<file path="config.mk">
export PLATFORM = sky130hd
export DESIGN_NAME = hex_display_bank
export DESIGN_NICKNAME = d
export VERILOG_FILES = /design/src/rtl/hex_display_bank.sv
export SDC_FILE = /design/constraint.sdc
export NUM_CORES = 1
export LEC_CHECK = 0
export CORE_MARGIN = 2
export CORE_UTILIZATION = 51
export CTS_CLUSTER_SIZE = 40
export DETAILED_ROUTE_END_ITERATION = 6
export PLACE_DENSITY = 0.84
export SLEW_MARGIN = 20
export SYNTH_ARGS = -nofsm -noshare
export SYNTH_HDL_FRONTEND = slang
export SYNTH_SLANG_ARGS = --single-unit
</file>
<file path="constraint.sdc">
create_clock -name clk -period 6.08 [get_ports clk]
set_clock_uncertainty 0.05 [all_clocks]
set_input_delay 1.216 -clock clk [delete_from_list [all_inputs] [get_ports clk]]
set_output_delay 1.216 -clock clk [all_outputs]
set_load 0.01 [all_outputs]
</file>
<file path="src/rtl/hex_display_bank.sv">
// hex_display_bank
//   Multi-digit seven-segment display driver. A value is loaded through a
//   valid/ready handshake and shown across NDIGITS active-low displays. Hex
//   mode shows the value directly. Decimal mode first converts it to BCD with
//   an iterative double-dabble, one step per cycle. The driver also supports
//   leading-zero blanking, a per-digit enable mask, an overflow dash display
//   and an optional whole-display blink.
//
//   Ports:
//     clk, reset   system clock, synchronous active-high reset
//     in_valid     load request
//     in_ready     high in IDLE; the block can accept a load
//     in_value     W = 4*NDIGITS bit value; hex digit i = in_value[4*i+3:4*i]
//     in_decimal   1 = convert to decimal (sampled on accept)
//     blank_lz     blank leading zero digits (sampled on accept)
//     blink        level input; blinks the whole display
//     digit_en     live per-digit enable; 0 blanks digit i
//     segments     digit i at [7*i+6:7*i], bit 6 = a ... bit 0 = g, active-low
//     overflow     the last decimal load exceeded 10^NDIGITS-1
//
//   Configuration macro: HEX_DISPLAY_BLINK_EN
//     defined   -> blink counter and blink-off blanking are built in
//     undefined -> no counter logic; the blink port is accepted and ignored
//
//   state | meaning
//   IDLE  | waiting for a load; in_ready = 1
//   CONV  | double-dabble in progress, W steps; in_ready = 0

module hex_display_bank #(
  parameter int NDIGITS   = 6,
  parameter int BLINK_DIV = 25_000_000
) (
  input  logic                   clk,
  input  logic                   reset,
  input  logic                   in_valid,
  output logic                   in_ready,
  input  logic [4*NDIGITS-1:0]   in_value,
  input  logic                   in_decimal,
  input  logic                   blank_lz,
  input  logic                   blink,
  input  logic [NDIGITS-1:0]     digit_en,
  output logic [7*NDIGITS-1:0]   segments,
  output logic                   overflow
);

  localparam int W     = 4 * NDIGITS;
  localparam int CNT_W = $clog2(W);
  localparam logic [CNT_W-1:0] CNT_LAST = CNT_W'(W - 1);
  localparam logic [63:0]      DEC_MAX  = 64'(10 ** NDIGITS) - 64'd1;

  localparam logic [6:0] SEG_BLANK = 7'b1111111;
  localparam logic [6:0] SEG_DASH  = 7'b1111110;

  typedef enum logic {
    S_IDLE = 1'b0,
    S_CONV = 1'b1
  } state_t;

  state_t                 state_q, state_d;
  logic [W-1:0]           digits_q, digits_d;     // committed display digits
  logic [W-1:0]           shift_q, shift_d;       // binary being shifted out
  logic [W-1:0]           bcd_q, bcd_d;           // BCD accumulator
  logic [CNT_W-1:0]       cnt_q, cnt_d;
  logic                   ovf_q, ovf_d;           // committed overflow
  logic                   ovf_pend_q, ovf_pend_d; // overflow of the load in flight
  logic                   lz_q, lz_d;
  logic                   lz_pend_q, lz_pend_d;
  logic                   loaded_q, loaded_d;
  logic [7*NDIGITS-1:0]   segments_q, segments_d;
  logic                   overflow_q, overflow_d;

  logic [W-1:0]           bcd_adj;
  logic [W-1:0]           bcd_step;
  logic [NDIGITS-1:0]     lz_mask;
  logic                   zero_run;
  logic                   blink_off;
  logic                   accept;

  function automatic logic [6:0] glyph(input logic [3:0] d);
    logic [6:0] g;
    case (d)
      4'h0: g = 7'b0000001;
      4'h1: g = 7'b1001111;
      4'h2: g = 7'b0010010;
      4'h3: g = 7'b0000110;
      4'h4: g = 7'b1001100;
      4'h5: g = 7'b0100100;
      4'h6: g = 7'b0100000;
      4'h7: g = 7'b0001111;
      4'h8: g = 7'b0000000;
      4'h9: g = 7'b0001100;
      4'hA: g = 7'b0001000;
      4'hB: g = 7'b1100000;
      4'hC: g = 7'b0110001;
      4'hD: g = 7'b1000010;
      4'hE: g = 7'b0110000;
      default: g = 7'b0111000;
    endcase
    return g;
  endfunction

  // ---------------------------------------------------------------- blink
`ifdef HEX_DISPLAY_BLINK_EN
  localparam int BW = $clog2(BLINK_DIV);
  localparam logic [BW-1:0] BLINK_TC = BW'(BLINK_DIV - 1);

  logic [BW-1:0] blink_cnt_q, blink_cnt_d;
  logic          blink_phase_q, blink_phase_d;   // 1 = display on

  // Free-running regardless of the blink input so the phase stays steady.
  always_comb begin
    blink_cnt_d   = blink_cnt_q + BW'(1);
    blink_phase_d = blink_phase_q;
    if (blink_cnt_q == BLINK_TC) begin
      blink_cnt_d   = '0;
      blink_phase_d = ~blink_phase_q;
    end
  end

  always_ff @(posedge clk) begin
    if (reset) begin
      blink_cnt_q   <= '0;
      blink_phase_q <= 1'b1;
    end else begin
      blink_cnt_q   <= blink_cnt_d;
      blink_phase_q <= blink_phase_d;
    end
  end

  assign blink_off = blink & ~blink_phase_q;
`else
  logic unused_blink;
  assign unused_blink = blink;
  assign blink_off    = 1'b0;
`endif

  // ---------------------------------------------------- double-dabble step
  always_comb begin
    bcd_adj = bcd_q;
    for (int i = 0; i < NDIGITS; i++) begin
      if (bcd_q[4*i +: 4] >= 4'd5)
        bcd_adj[4*i +: 4] = bcd_q[4*i +: 4] + 4'd3;
    end
  end

  // BCD digits above NDIGITS fall off the top; that only happens on
  // overflow, where the dash display hides the digits anyway.
  assign bcd_step = {bcd_adj[W-2:0], shift_q[W-1]};

  // -------------------------------------------------------- load control
  assign accept   = in_valid && (state_q == S_IDLE);
  assign in_ready = (state_q == S_IDLE);

  always_comb begin
    state_d    = state_q;
    digits_d   = digits_q;
    shift_d    = shift_q;
    bcd_d      = bcd_q;
    cnt_d      = cnt_q;
    ovf_d      = ovf_q;
    ovf_pend_d = ovf_pend_q;
    lz_d       = lz_q;
    lz_pend_d  = lz_pend_q;
    loaded_d   = loaded_q;

    case (state_q)
      S_IDLE: begin
        if (accept) begin
          if (in_decimal) begin
            shift_d    = in_value;
            bcd_d      = '0;
            cnt_d      = '0;
            ovf_pend_d = (64'(in_value) > DEC_MAX);
            lz_pend_d  = blank_lz;
            state_d    = S_CONV;
          end else begin
            digits_d = in_value;
            ovf_d    = 1'b0;
            lz_d     = blank_lz;
            loaded_d = 1'b1;
          end
        end
      end
      S_CONV: begin
        shift_d = shift_q << 1;
        bcd_d   = bcd_step;
        cnt_d   = cnt_q + CNT_W'(1);
        // The last step's result goes straight to the display so the
        // commit lands on the W-th edge after accept.
        if (cnt_q == CNT_LAST) begin
          digits_d = bcd_step;
          ovf_d    = ovf_pend_q;
          lz_d     = lz_pend_q;
          loaded_d = 1'b1;
          state_d  = S_IDLE;
        end
      end
      default: state_d = S_IDLE;
    endcase
  end

  // ------------------------------------------------------- segment output
  always_comb begin
    zero_run = 1'b1;
    lz_mask  = '0;
    for (int i = NDIGITS - 1; i >= 0; i--) begin
      zero_run = zero_run & (digits_q[4*i +: 4] == 4'd0);
      if (lz_q && zero_run && (i != 0))
        lz_mask[i] = 1'b1;
    end
  end

  always_comb begin
    segments_d = '1;
    for (int i = 0; i < NDIGITS; i++) begin
      if (!loaded_q || !digit_en[i] || blink_off)
        segments_d[7*i +: 7] = SEG_BLANK;
      else if (ovf_q)
        segments_d[7*i +: 7] = SEG_DASH;
      else if (lz_mask[i])
        segments_d[7*i +: 7] = SEG_BLANK;
      else
        segments_d[7*i +: 7] = glyph(digits_q[4*i +: 4]);
    end
  end

  // Overflow output is staged with segments so both change on the same edge.
  assign overflow_d = ovf_q;

  // ------------------------------------------------------------ registers
  always_ff @(posedge clk) begin
    if (reset) begin
      state_q    <= S_IDLE;
      digits_q   <= '0;
      shift_q    <= '0;
      bcd_q      <= '0;
      cnt_q      <= '0;
      ovf_q      <= 1'b0;
      ovf_pend_q <= 1'b0;
      lz_q       <= 1'b0;
      lz_pend_q  <= 1'b0;
      loaded_q   <= 1'b0;
      segments_q <= '1;
      overflow_q <= 1'b0;
    end else begin
      state_q    <= state_d;
      digits_q   <= digits_d;
      shift_q    <= shift_d;
      bcd_q      <= bcd_d;
      cnt_q      <= cnt_d;
      ovf_q      <= ovf_d;
      ovf_pend_q <= ovf_pend_d;
      lz_q       <= lz_d;
      lz_pend_q  <= lz_pend_d;
      loaded_q   <= loaded_d;
      segments_q <= segments_d;
      overflow_q <= overflow_d;
    end
  end

  assign segments = segments_q;
  assign overflow = overflow_q;

endmodule

</file>
==> reports/results.txt <==
Die Footprint = 16300 um^2
Hold Path Depth = 1
Net Count, Synth = 979
Flop pwr share = 0.465
area share of fa/ha/maj cells after synthesis = 0.0755
status = completed
mapped cell area = 7790 um^2
register area share after synthesis = 0.432
syn avg cell area = 8.70 um^2
Switching Power = 0.651 mW
Synth Area in XOR/XNOR = 0.0101
Initial DRC Count = 680
post-synthesis cell count = 896
synth warn = 0
period utilization = 0.727
Pint = 1.91 mW
post-CTS repair timing setup buffer count = 0
Final min period = 4.42 ns
vias in the first global route = 5947
fillers = 1272
io pins = 80
compound-cell area share of the yosys netlist = 0.205
initial antenna violation count = 0
Fin. Hold Viols = 0
Clock Latency Late Sink = 0.44 ns
Setup crit start kind = input pin
GRT Util Overall = 0.219
clk sinks = 168
fmax = 226 MHz
GPL Wtd Cong = 0.874
CP Capture Type = flop
Die Ht = 128 um
ys async rst share = 0
multiplexer share of the synthesized area = 0.0336
TritonRoute pass-1 iters = 5
nets = 1025
total wire length = 17.4 mm
Starting Density = 0.517
Worst-path clk slew = 0.06 ns
Multi-input gate area = 3940 um^2
Cell Pwr Density = 279 nW/um^2
final core occ = 0.608
Max clock buf depth = 2
RSZ-0062 raised after global routing = false
routed wire length per instance = 15.2 um
first-pass GRT wire length = 28.6 mm
placed cells = 1111
remaining antenna violation count after routing = 0
Net Sw Frac = 0.254
FF/Latch Area = 3360 um^2
Area Growth Syn to Fin = 17.7%
worst IR drop on VDD = 0.192 mV
Reg2Reg Setup Slack = 2.00 ns
simple-gate share of the synthesized area = 0.180
die width = 128 um
WHS = 0.355 ns
Clk pwr share = 0.419
antenna cells = 0
Final Slew Violations = 0
Setup CP Type = in2reg
Final TNS setup = 0 ns
DRC = 0
via count = 6581
number of vias per cell = 5.76
static leakage = 3.51 nW
crit-path max FO = 26
max-cap violations = 0
distinct cell type count after synthesis = 51
CTS tree = done
clk root buf = clkbuf_16
dominant synthesized flop cell = dfxtp_1
worst hold path class = reg2reg
Post-synth EDFFs = 0
largest family of logic cells by synthesized area = compound AO/OA/AOI/OAI gates
Final setup viols = 0
Port Buffers = 78
largest net degree at the start of global routing = 69
combinational share of power = 0.116
share of post-route cells with drive strength above 1 = 0.0880
HPWL Detailed = 11.8 mm
measured slew at the worst slew-check pin = 1.07 ns
# resized after CTS = 0
Site Rows = 45
WP data arrival = 4.69 ns
hold buffers post-CTS = 0
Rel. slew slack = 0.288
CP required = 6.35 ns
H-tree levels = 4
#FFs+latches synth = 168
R2R depth = 9
total gr overflow = 0
total CTS buffers = 17
non-filler cells, final = 1143
CORE AREA = 15100 um^2
routing by layer:
metal  track usage  vias to the layer above  routed length (um)
li1              -                     3241                   -
met1         0.288                     3078                7890
met2         0.335                      228                7820
met3        0.0649                       34                1290
met4        0.0976                        0                 425
met5             0                        -                   0
synthesized netlist by cell type, types with 2 or more instances:
library cell  instances  area (um^2)
inv_2                 5         18.8
a22o_1                8         70.1
nor4b_1               5         43.8
o211ai_1             18          135
o221ai_1             11         96.3
nor2_1               46          173
buf_1                 3         11.3
clkbuf_1             31          116
a21oi_1             120          601
buf_2                15         75.1
nand3b_1              6         45.0
nor4_1                7         43.8
a31oi_1               7         43.8
o2111ai_1             2         17.5
nor3b_1               6         45.0
nor3_1               13         65.1
inv_1                53          199
buf_6                 2         22.5
mux2i_1              16          160
nand4_1               4         25.0
o211a_1               4         40.0
o221a_2               5         56.3
nand3_1              44          220
o21ai_0              31          155
nor2b_1               3         18.8
buf_4                 6         45.0
and2_1                6         37.5
dfxtp_1             168         3360
o22ai_1               7         43.8
a21o_1                2         15.0
nand2_1              75          282
nand2b_1             26          163
mux2_2                9          101
a22oi_1               2         15.0
a211oi_1             11         82.6
or3_1                14         87.6
or2_2                18          113
ha_1                 47          588
xor2_1                2         17.5
and3_1                5         31.3
a21oi_2               2         17.5
a211o_1              11         96.3
xnor2_1               7         61.3
o41a_1                6         67.6
through the flow:
stage,cell area (um^2),total power [mW],setup slack [ns]
after detailed placement,8580,1.50,1.24
after CTS,9170,2.57,1.69
after floorplan,7790,1.41,2.26
after global routing,9180,2.66,1.43
after global placement,8580,1.50,1.32
final,9180,2.56,1.66
placed cells by master (no fill, tap or decap), drive strengths merged, types with 7 or more instances in the layout:
cell type | netlist | final
or3 | 14 | 14
o211ai | 18 | 18
a211o | 11 | 11
xnor2 | 7 | 7
or2 | 18 | 18
a211oi | 11 | 11
ha | 47 | 47
o22ai | 7 | 7
nor3 | 13 | 13
clkdlybuf4s50 | 0 | 77
buf | 26 | 7
dfxtp | 168 | 168
mux2i | 16 | 16
nand3 | 44 | 44
a31oi | 7 | 7
a22o | 8 | 8
o21ai | 32 | 32
mux2 | 9 | 9
a21oi | 122 | 122
o221ai | 11 | 11
nor4 | 7 | 7
nor2 | 46 | 46
inv | 58 | 62
nand2b | 26 | 26
clkbuf | 31 | 19
nand2 | 75 | 75
worst paths after layout:
path	start	end
worst min register to register	flop	segments[5]$_SDFF_PP1_
worst min-delay path	flop	segments[5]$_SDFF_PP1_
worst max register to register	state_q$_SDFF_PP0_	flop
worst max-delay path	in_valid	flop
cells by family after synthesis:
kind of cell | Yosys count
adder cells (fa/ha/maj) | 47
XOR/XNOR | 9
buffers and inverters | 116
flip-flops | 168
AO/OA/AOI/OAI | 252
multiplexers | 25
AND/OR/NAND/NOR | 279
final cells by class:
type,count,area share
Inverter,59,0.0247
Timing Repair Buffer,84,0.0894
Tap cell,188,0.0256
Multi-Input combinational cell,612,0.430
Sequential cell,168,0.367
Clock buffer,19,0.0483
Clock inverter,13,0.0155
critical path, stage by stage:
cell,delay [ns]
clkdlybuf4s50_1,0.46
buf_4,0.26
or3b_4,0.46
o21ai_2,0.42
o21ai_0,0.23
a21oi_1,0.42
inv_1,0.20
ha_1,0.37
inv_1,0.09
mux2_2,0.33
o211a_1,0.21
power by group through the flow:
stage / logic (mW) / clock network, mW / registers, mW
floorplan: 0.206 / 0 / 1.21
global placement: 0.284 / 0 / 1.21
detailed placement: 0.291 / 0 / 1.21
CTS: 0.294 / 1.08 / 1.19
global route: 0.329 / 1.13 / 1.20
finish: 0.297 / 1.07 / 1.19
Power figures use the tool's default switching activity.
